<file path="src/rtl/wb_stage_pkg.sv">
// Shared constants and types for the write-back stage.
package wb_stage_pkg;

  localparam int unsigned XLEN_DEF  = 32;
  localparam int unsigned RA_W_DEF  = 5;
  localparam int unsigned CNT_W_DEF = 32;

  // Write-back source select codes
  localparam logic [1:0] WD_ALU  = 2'd0;
  localparam logic [1:0] WD_DRAM = 2'd1;
  localparam logic [1:0] WD_PC4  = 2'd2;

  typedef enum logic [1:0] {
    ST_IDLE      = 2'd0,
    ST_WAIT_LOAD = 2'd1,
    ST_COMMIT    = 2'd2
  } wb_state_e;

  // Load width codes (funct3)
  localparam logic [2:0] F3_LB  = 3'b000;
  localparam logic [2:0] F3_LH  = 3'b001;
  localparam logic [2:0] F3_LW  = 3'b010;
  localparam logic [2:0] F3_LBU = 3'b100;
  localparam logic [2:0] F3_LHU = 3'b101;

endpackage

</file>
<file path="src/rtl/wb_stage_load_ext.sv">
// Load data align and sign/zero extend; byte offset comes from the address low bits.
module wb_load_ext
  import wb_stage_pkg::*;
#(
  parameter int unsigned XLEN = XLEN_DEF
) (
  input  logic [XLEN-1:0] rd,
  input  logic [2:0]      funct3,
  input  logic [1:0]      offset,
  output logic [XLEN-1:0] data_c
);

  logic [7:0]  byte_c;
  logic [15:0] half_c;

  // Pick the addressed lane and extend it according to the load width
  always_comb begin
    byte_c = rd[{offset, 3'b000} +: 8];
    half_c = rd[{offset[1], 4'b0000} +: 16];
    data_c = rd;
    case (funct3)
      F3_LB:   data_c = {{(XLEN-8){byte_c[7]}}, byte_c};
      F3_LH:   data_c = {{(XLEN-16){half_c[15]}}, half_c};
      F3_LBU:  data_c = {{(XLEN-8){1'b0}}, byte_c};
      F3_LHU:  data_c = {{(XLEN-16){1'b0}}, half_c};
      default: data_c = rd;
    endcase
  end

endmodule

</file>
<file path="src/rtl/wb_stage.sv">
// Write-back stage: captures the MEM/WB bundle, waits for load data,
// drives the register-file write port once per retired instruction and
// offers a same-cycle bypass to decode reads.
// Optional: define WB_LOAD_EXT_EN to align/extend load data by funct3.
module wb_stage
  import wb_stage_pkg::*;
#(
  parameter int unsigned XLEN  = XLEN_DEF,
  parameter int unsigned RA_W  = RA_W_DEF,
  parameter int unsigned CNT_W = CNT_W_DEF
) (
  input  logic             clk,
  input  logic             rst_n,
  input  logic             mem_valid,
  output logic             mem_ready,
  input  logic             mem_rf_we,
  input  logic [1:0]       mem_wd_sel,
  input  logic [RA_W-1:0]  mem_wR,
  input  logic [XLEN-1:0]  mem_alu_c,
  input  logic [XLEN-1:0]  mem_pc4,
  input  logic [2:0]       mem_funct3,
  input  logic             dram_rvalid,
  input  logic [XLEN-1:0]  dram_rd,
  output logic             rf_we,
  output logic [RA_W-1:0]  wR,
  output logic [XLEN-1:0]  wD,
  input  logic [RA_W-1:0]  byp_rR1,
  input  logic [RA_W-1:0]  byp_rR2,
  output logic             byp_hit1,
  output logic             byp_hit2,
  output logic [XLEN-1:0]  byp_d1,
  output logic [XLEN-1:0]  byp_d2,
  output logic [CNT_W-1:0] retired
);

  wb_state_e       state, state_next;

  logic            lat_we;
  logic [1:0]      lat_sel;
  logic [RA_W-1:0] lat_wr;
  logic [XLEN-1:0] lat_alu;
  logic [XLEN-1:0] lat_pc4;
  logic [2:0]      lat_f3;

  logic            capture_c;
  logic            enter_commit_c;
  logic            src_we_c;
  logic [1:0]      src_sel_c;
  logic [RA_W-1:0] src_wr_c;
  logic [XLEN-1:0] src_alu_c;
  logic [XLEN-1:0] src_pc4_c;
  logic [XLEN-1:0] load_val_c;
  logic [XLEN-1:0] wb_data_c;

  assign capture_c = mem_valid && mem_ready;

  // State register
  always_ff @(posedge clk or negedge rst_n) begin
    if (!rst_n) state <= ST_IDLE;
    else        state <= state_next;
  end

  // Next-state: captures go to WAIT_LOAD for loads, else straight to COMMIT
  always_comb begin
    state_next     = state;
    enter_commit_c = 1'b0;
    case (state)
      ST_IDLE, ST_COMMIT: begin
        if (capture_c)
          state_next = (mem_wd_sel == WD_DRAM) ? ST_WAIT_LOAD : ST_COMMIT;
        else
          state_next = ST_IDLE;
      end
      ST_WAIT_LOAD: begin
        if (dram_rvalid) state_next = ST_COMMIT;
      end
      default: state_next = ST_IDLE;
    endcase
    enter_commit_c = (state_next == ST_COMMIT);
  end

  // Latch the bundle on every handshake (needed later by a pending load)
  always_ff @(posedge clk or negedge rst_n) begin
    if (!rst_n) begin
      lat_we  <= 1'b0;
      lat_sel <= WD_ALU;
      lat_wr  <= '0;
      lat_alu <= '0;
      lat_pc4 <= '0;
      lat_f3  <= '0;
    end else if (capture_c) begin
      lat_we  <= mem_rf_we;
      lat_sel <= mem_wd_sel;
      lat_wr  <= mem_wR;
      lat_alu <= mem_alu_c;
      lat_pc4 <= mem_pc4;
      lat_f3  <= mem_funct3;
    end
  end

`ifdef WB_LOAD_EXT_EN
  wb_load_ext #(.XLEN(XLEN)) u_load_ext (
    .rd     (dram_rd),
    .funct3 (lat_f3),
    .offset (lat_alu[1:0]),
    .data_c (load_val_c)
  );
`else
  logic unused_f3;
  assign load_val_c = dram_rd;
  assign unused_f3  = ^lat_f3;
`endif

  // Commit source: latched bundle when finishing a load, live bundle otherwise
  always_comb begin
    src_we_c  = mem_rf_we;
    src_sel_c = mem_wd_sel;
    src_wr_c  = mem_wR;
    src_alu_c = mem_alu_c;
    src_pc4_c = mem_pc4;
    if (state == ST_WAIT_LOAD) begin
      src_we_c  = lat_we;
      src_sel_c = lat_sel;
      src_wr_c  = lat_wr;
      src_alu_c = lat_alu;
      src_pc4_c = lat_pc4;
    end
    case (src_sel_c)
      WD_ALU:  wb_data_c = src_alu_c;
      WD_DRAM: wb_data_c = load_val_c;
      WD_PC4:  wb_data_c = src_pc4_c;
      default: wb_data_c = '0;
    endcase
  end

  // Registered outputs: write port is loaded on entry to COMMIT
  always_ff @(posedge clk or negedge rst_n) begin
    if (!rst_n) begin
      mem_ready <= 1'b1;
      rf_we     <= 1'b0;
      wR        <= '0;
      wD        <= '0;
      retired   <= '0;
    end else begin
      mem_ready <= (state_next != ST_WAIT_LOAD);
      rf_we     <= enter_commit_c && src_we_c && (src_wr_c != '0);
      if (enter_commit_c) begin
        wR <= src_wr_c;
        wD <= wb_data_c;
      end
      if (state == ST_COMMIT) retired <= retired + CNT_W'(1);
    end
  end

  // Same-cycle bypass of the write landing at the next edge
  assign byp_hit1 = rf_we && (byp_rR1 == wR);
  assign byp_hit2 = rf_we && (byp_rR2 == wR);
  assign byp_d1   = byp_hit1 ? wD : '0;
  assign byp_d2   = byp_hit2 ? wD : '0;

endmodule

</file>
<file path="config.mk">
export PLATFORM = sky130hd
export DESIGN_NAME = wb_stage
export DESIGN_NICKNAME = d
export VERILOG_FILES = /design/src/rtl/wb_stage_pkg.sv /design/src/rtl/wb_stage_load_ext.sv /design/src/rtl/wb_stage.sv
export SDC_FILE = /design/constraint.sdc
export NUM_CORES = 1
export LEC_CHECK = 0
export ABC_CLOCK_PERIOD_IN_PS = 1900
export CORE_ASPECT_RATIO = 0.9
export CORE_MARGIN = 1
export CORE_UTILIZATION = 40
export DETAILED_ROUTE_END_ITERATION = 12
export PLACE_DENSITY = 0.83
export SYNTH_ARGS = -nofsm -noshare
export SYNTH_HDL_FRONTEND = slang
export SYNTH_SLANG_ARGS = --single-unit
</file>
<file path="constraint.sdc">
create_clock -name clk -period 1.9 [get_ports clk]
set_input_delay 0.38 -clock clk [delete_from_list [all_inputs] [get_ports clk]]
set_output_delay 0.38 -clock clk [all_outputs]
set_load 0.01 [all_outputs]
</file>
==> results of run 1 <==
==> flip-flops by register name (all words and copies together) (netlist names), 2 cells and up <==
name     count
lat_sel      2
retired     32
lat_pc4     32
wD          32
wR           5
lat_alu     32
state        2
lat_wr       5
==> report_power, final <==
part | leakage, nW | total (mW) | internal (mW) | switching, mW
logic | 3.24 | 2.56 | 1.53 | 1.03
clock network | 0.344 | 4.05 | 2.73 | 1.32
registers | 1.81 | 3.97 | 3.55 | 0.415
==> worst max-delay path: stages, from the launching register on <==
cell and delay [ps]:
sky130_fd_sc_hd__dfrtp_1 390, sky130_fd_sc_hd__buf_6 130, sky130_fd_sc_hd__xor2_1 160, sky130_fd_sc_hd__nor4_1 290
sky130_fd_sc_hd__and3_4 260, sky130_fd_sc_hd__buf_8 140, sky130_fd_sc_hd__clkbuf_16 170, sky130_fd_sc_hd__and2_4 150
sky130_fd_sc_hd__buf_6 90
==> per-layer routing <==
| layer | global-route usage, % | up-vias | wire [um] |
|---|---|---|---|
| met5 | 0 | - | 13 |
| met4 | 9.06 | 2 | 563 |
| met3 | 6.94 | 34 | 1730 |
| met2 | 40.5 | 258 | 12400 |
| met1 | 31.5 | 3269 | 10300 |
| li1 | - | 2992 | - |
==> final cells by class <==
class | count | area share (%)
Timing Repair Buffer | 359 | 31.3
Clock buffer | 18 | 3.43
Antenna cell | 2 | 0.0400
Multi-Input combinational cell | 442 | 31.3
Sequential cell | 145 | 29.0
Inverter | 7 | 0.210
Clock inverter | 14 | 2.27
Tap cell | 240 | 2.40
==> worst max path at each step <==
stage | depth (start not counted) | start | to | slack [ps]
after floorplan | 7 | state[1] | wD[25] | 7
after global placement | 7 | byp_rR2[2] | byp_d2[24] | -850
after detailed placement | 7 | byp_rR2[3] | byp_d2[12] | -870
after CTS | 7 | wR[2] | byp_d1[31] | -670
after global routing | 8 | wR[2] | byp_d2[19] | -760
final | 8 | wR[2] | byp_d2[26] | -670
==> logic make-up (layout without fill, tap and decap cells) <==
family,count (synthesis),count (layout),share of synthesized area (%)
AND/OR/NAND/NOR,179,179,14.3
buffers and inverters,49,398,2.65
adder cells (fa/ha/maj),1,1,0.168
XOR/XNOR,41,41,4.84
multiplexers,142,142,21.4
AO/OA/AOI/OAI,78,79,7.68
flip-flops,145,145,48.9
other,0,2,0
==> repair_timing <==
| item | in CTS | in global routing |
|---|---|---|
| resized for setup | 263 | 210 |
| hold buffers | 1 | 0 |
| endpoints found under the setup margin | 67 | 82 |
| hold endpoints to repair | 41 | 0 |
| pin swaps | 14 | 35 |
| cloned | 6 | 4 |
| buffers inserted | 11 | 32 |
==> cells in the final DEF, fill, tap and decap left out, types with 18 or more instances in the layout <==
cell / count
sky130_fd_sc_hd__clkdlybuf4s50_1: 180
sky130_fd_sc_hd__dfrtp_1: 143
sky130_fd_sc_hd__mux2_2: 129
sky130_fd_sc_hd__buf_6: 81
sky130_fd_sc_hd__and2_4: 60
sky130_fd_sc_hd__nand2_1: 51
sky130_fd_sc_hd__buf_4: 50
sky130_fd_sc_hd__a222oi_1: 32
sky130_fd_sc_hd__xnor2_1: 23
sky130_fd_sc_hd__buf_12: 22
sky130_fd_sc_hd__clkbuf_16: 20
sky130_fd_sc_hd__o21ai_1: 18
==> results.md, run 1 <==
* Rel. slew slack at 69.9%
* Flops & latches, synth at 145
* Arrival time at the worst endpoint at 2190 ps
* Fin util at 69.9%
* Class of the worst hold path: in2async
* Clock tree from TritonCTS: yes
* Data required, critical path at 1520 ps
* Number of cells produced by synthesis at 635
* Cells taking the most area after synthesis: sky130_fd_sc_hd__dfrtp_1 49%, sky130_fd_sc_hd__mux2_2 21%, sky130_fd_sc_hd__and2_1 5.5%
* Register area share after synthesis at between 40 and 50%
* Htree depth at 4
* Mean post-synth cell area at 11.7 um^2
* Worst-path maximum fanout at 7
* RSZ-0062 raised after global routing: true
* Floorplan die height at 131 um
* Share of flip-flops with an asynchronous set or reset after synthesis at 100%
* Total iterations of the first detailed-routing run at 8
* Placed Instances at 1148
* Worst Slack Setup Final at -673 ps
* Failing checks: setup timing
* Synthesis warning total at 0
* Placement Rows at 46
* Number of top-level design ports at 258
* Pre-CTS setup slack at -868 ps
* Number of sinks driven by the clock tree at 145
* Max-slew violation count at 0
* Largest vdd supply drop at 0.000637 V
* Average wire per standard cell at 20.4 um
* First-iteration detailed-routing DRC count at about 430
* Setup slack on the worst flop-to-flop path at -30 ps
* Final Power at around 11 mW
* Leakage power of the design at 5.39 nW
* Cell accounting for the most synthesized area: sky130_fd_sc_hd__dfrtp_1
* Ranking of synthesized cells by instance count: 144 x sky130_fd_sc_hd__dfrtp_1, 137 x sky130_fd_sc_hd__mux2_2, 65 x sky130_fd_sc_hd__and2_1
* Routability cong. at 0.870
* Wire length of the first global-routing pass at ~36 mm
* Global-route usage over all layers at 24.9%
* Mapped Area at 7430 um^2
* Max Root-Sink Buffers at 2
* Area occupied by registers at 3630 um^2
* Clock-pin slew on the worst setup and hold paths at 60 ps
* Final setup fails at 69
* Capturing point of the worst reg2reg path: wD[4]
* Number of enable flip-flop cells after synthesis at 0
* Number of I/O port buffers at 254
* Hold violation count in the final report at 0
* Number of DRC violations after detailed routing at 0
* Pin count of the biggest net entering global routing at 46
* Clk_lat worst skew at 410 ps
* Placeable core region at ~18000 um^2
* Wirelength, routed at 25.0 mm
* Die Width at 146 um
* Smallest hold slack at 466 ps
* Initial cell density of the core at 41.5%
* Hpwl dp at 15.6 mm
* TNS Setup at -39620 ps
* Clock Skews at just over 9 ps
* Number of cell instances on the worst register-to-register path at 7
* Portion of synthesized cell area occupied by the leading cell type at 48.5%
* Type of element capturing the critical path: primary output
* Final standard cell count with taps included and fillers excluded at between 1k and 1.5k
* Leading cell type by number of instances after synthesis: sky130_fd_sc_hd__dfrtp_1
* Number of buffers added by the clock tree synthesis step at 17
* Max Cap Violations at 0
* Share of layout cells above drive strength 1 at 43.5%
* Worst setup path category: reg2out
* Post-DR vias/cell at 5.34
* Die area at 19100 um^2
* Finished Cell Area at 12500 um^2
* Vias in the first global route at between 6k and 7k
* Highest clock frequency the design can meet at around 400 MHz
* Filler cells at 1211
* Number of nets in the synthesized netlist at 757
* Total power divided by cell area at 846 nW/um^2
* Layout net count at between 1k and 1.5k
* Number of antenna-violating nets in the routed design at 0
* Number of antenna violations at the first check in global routing at 4
* Fin crit period at 2570 ps
* Top_reg_cell synth: sky130_fd_sc_hd__dfrtp_1
* Clk root buf: sky130_fd_sc_hd__clkbuf_16
* Number of unique standard cell types used by synthesis at 43
* Final clock period utilization by the worst path at 135%
* Reg-to-reg startpoint: state[1]
* Result of the run: finished, violations left
* Aggregate global routing overflow at 0
* Startpoint type of the worst setup path: flop
* Footprint of the multi-input gates at 3920 um^2
* Placed standard-cell area at 10800 um^2
* Area added between synthesis and finish at 68.4%
* Worst Max-Slew Pin Slew at 452 ps
* Count of vias placed by the detailed router at 6555
No activity file was read; power rests on OpenSTA's default activity.
==> run 2, diff against run 1 <==
--- a/config.mk
+++ b/config.mk
@@ -9,6 +9,7 @@
 export CORE_ASPECT_RATIO = 0.9
 export CORE_MARGIN = 1
 export CORE_UTILIZATION = 40
+export CTS_CLUSTER_SIZE = 30
 export DETAILED_ROUTE_END_ITERATION = 12
 export PLACE_DENSITY = 0.83
 export SYNTH_ARGS = -nofsm -noshare
==> results of run 2 <==
No change in the layout: final DEF, timing and power equal those of run 1.
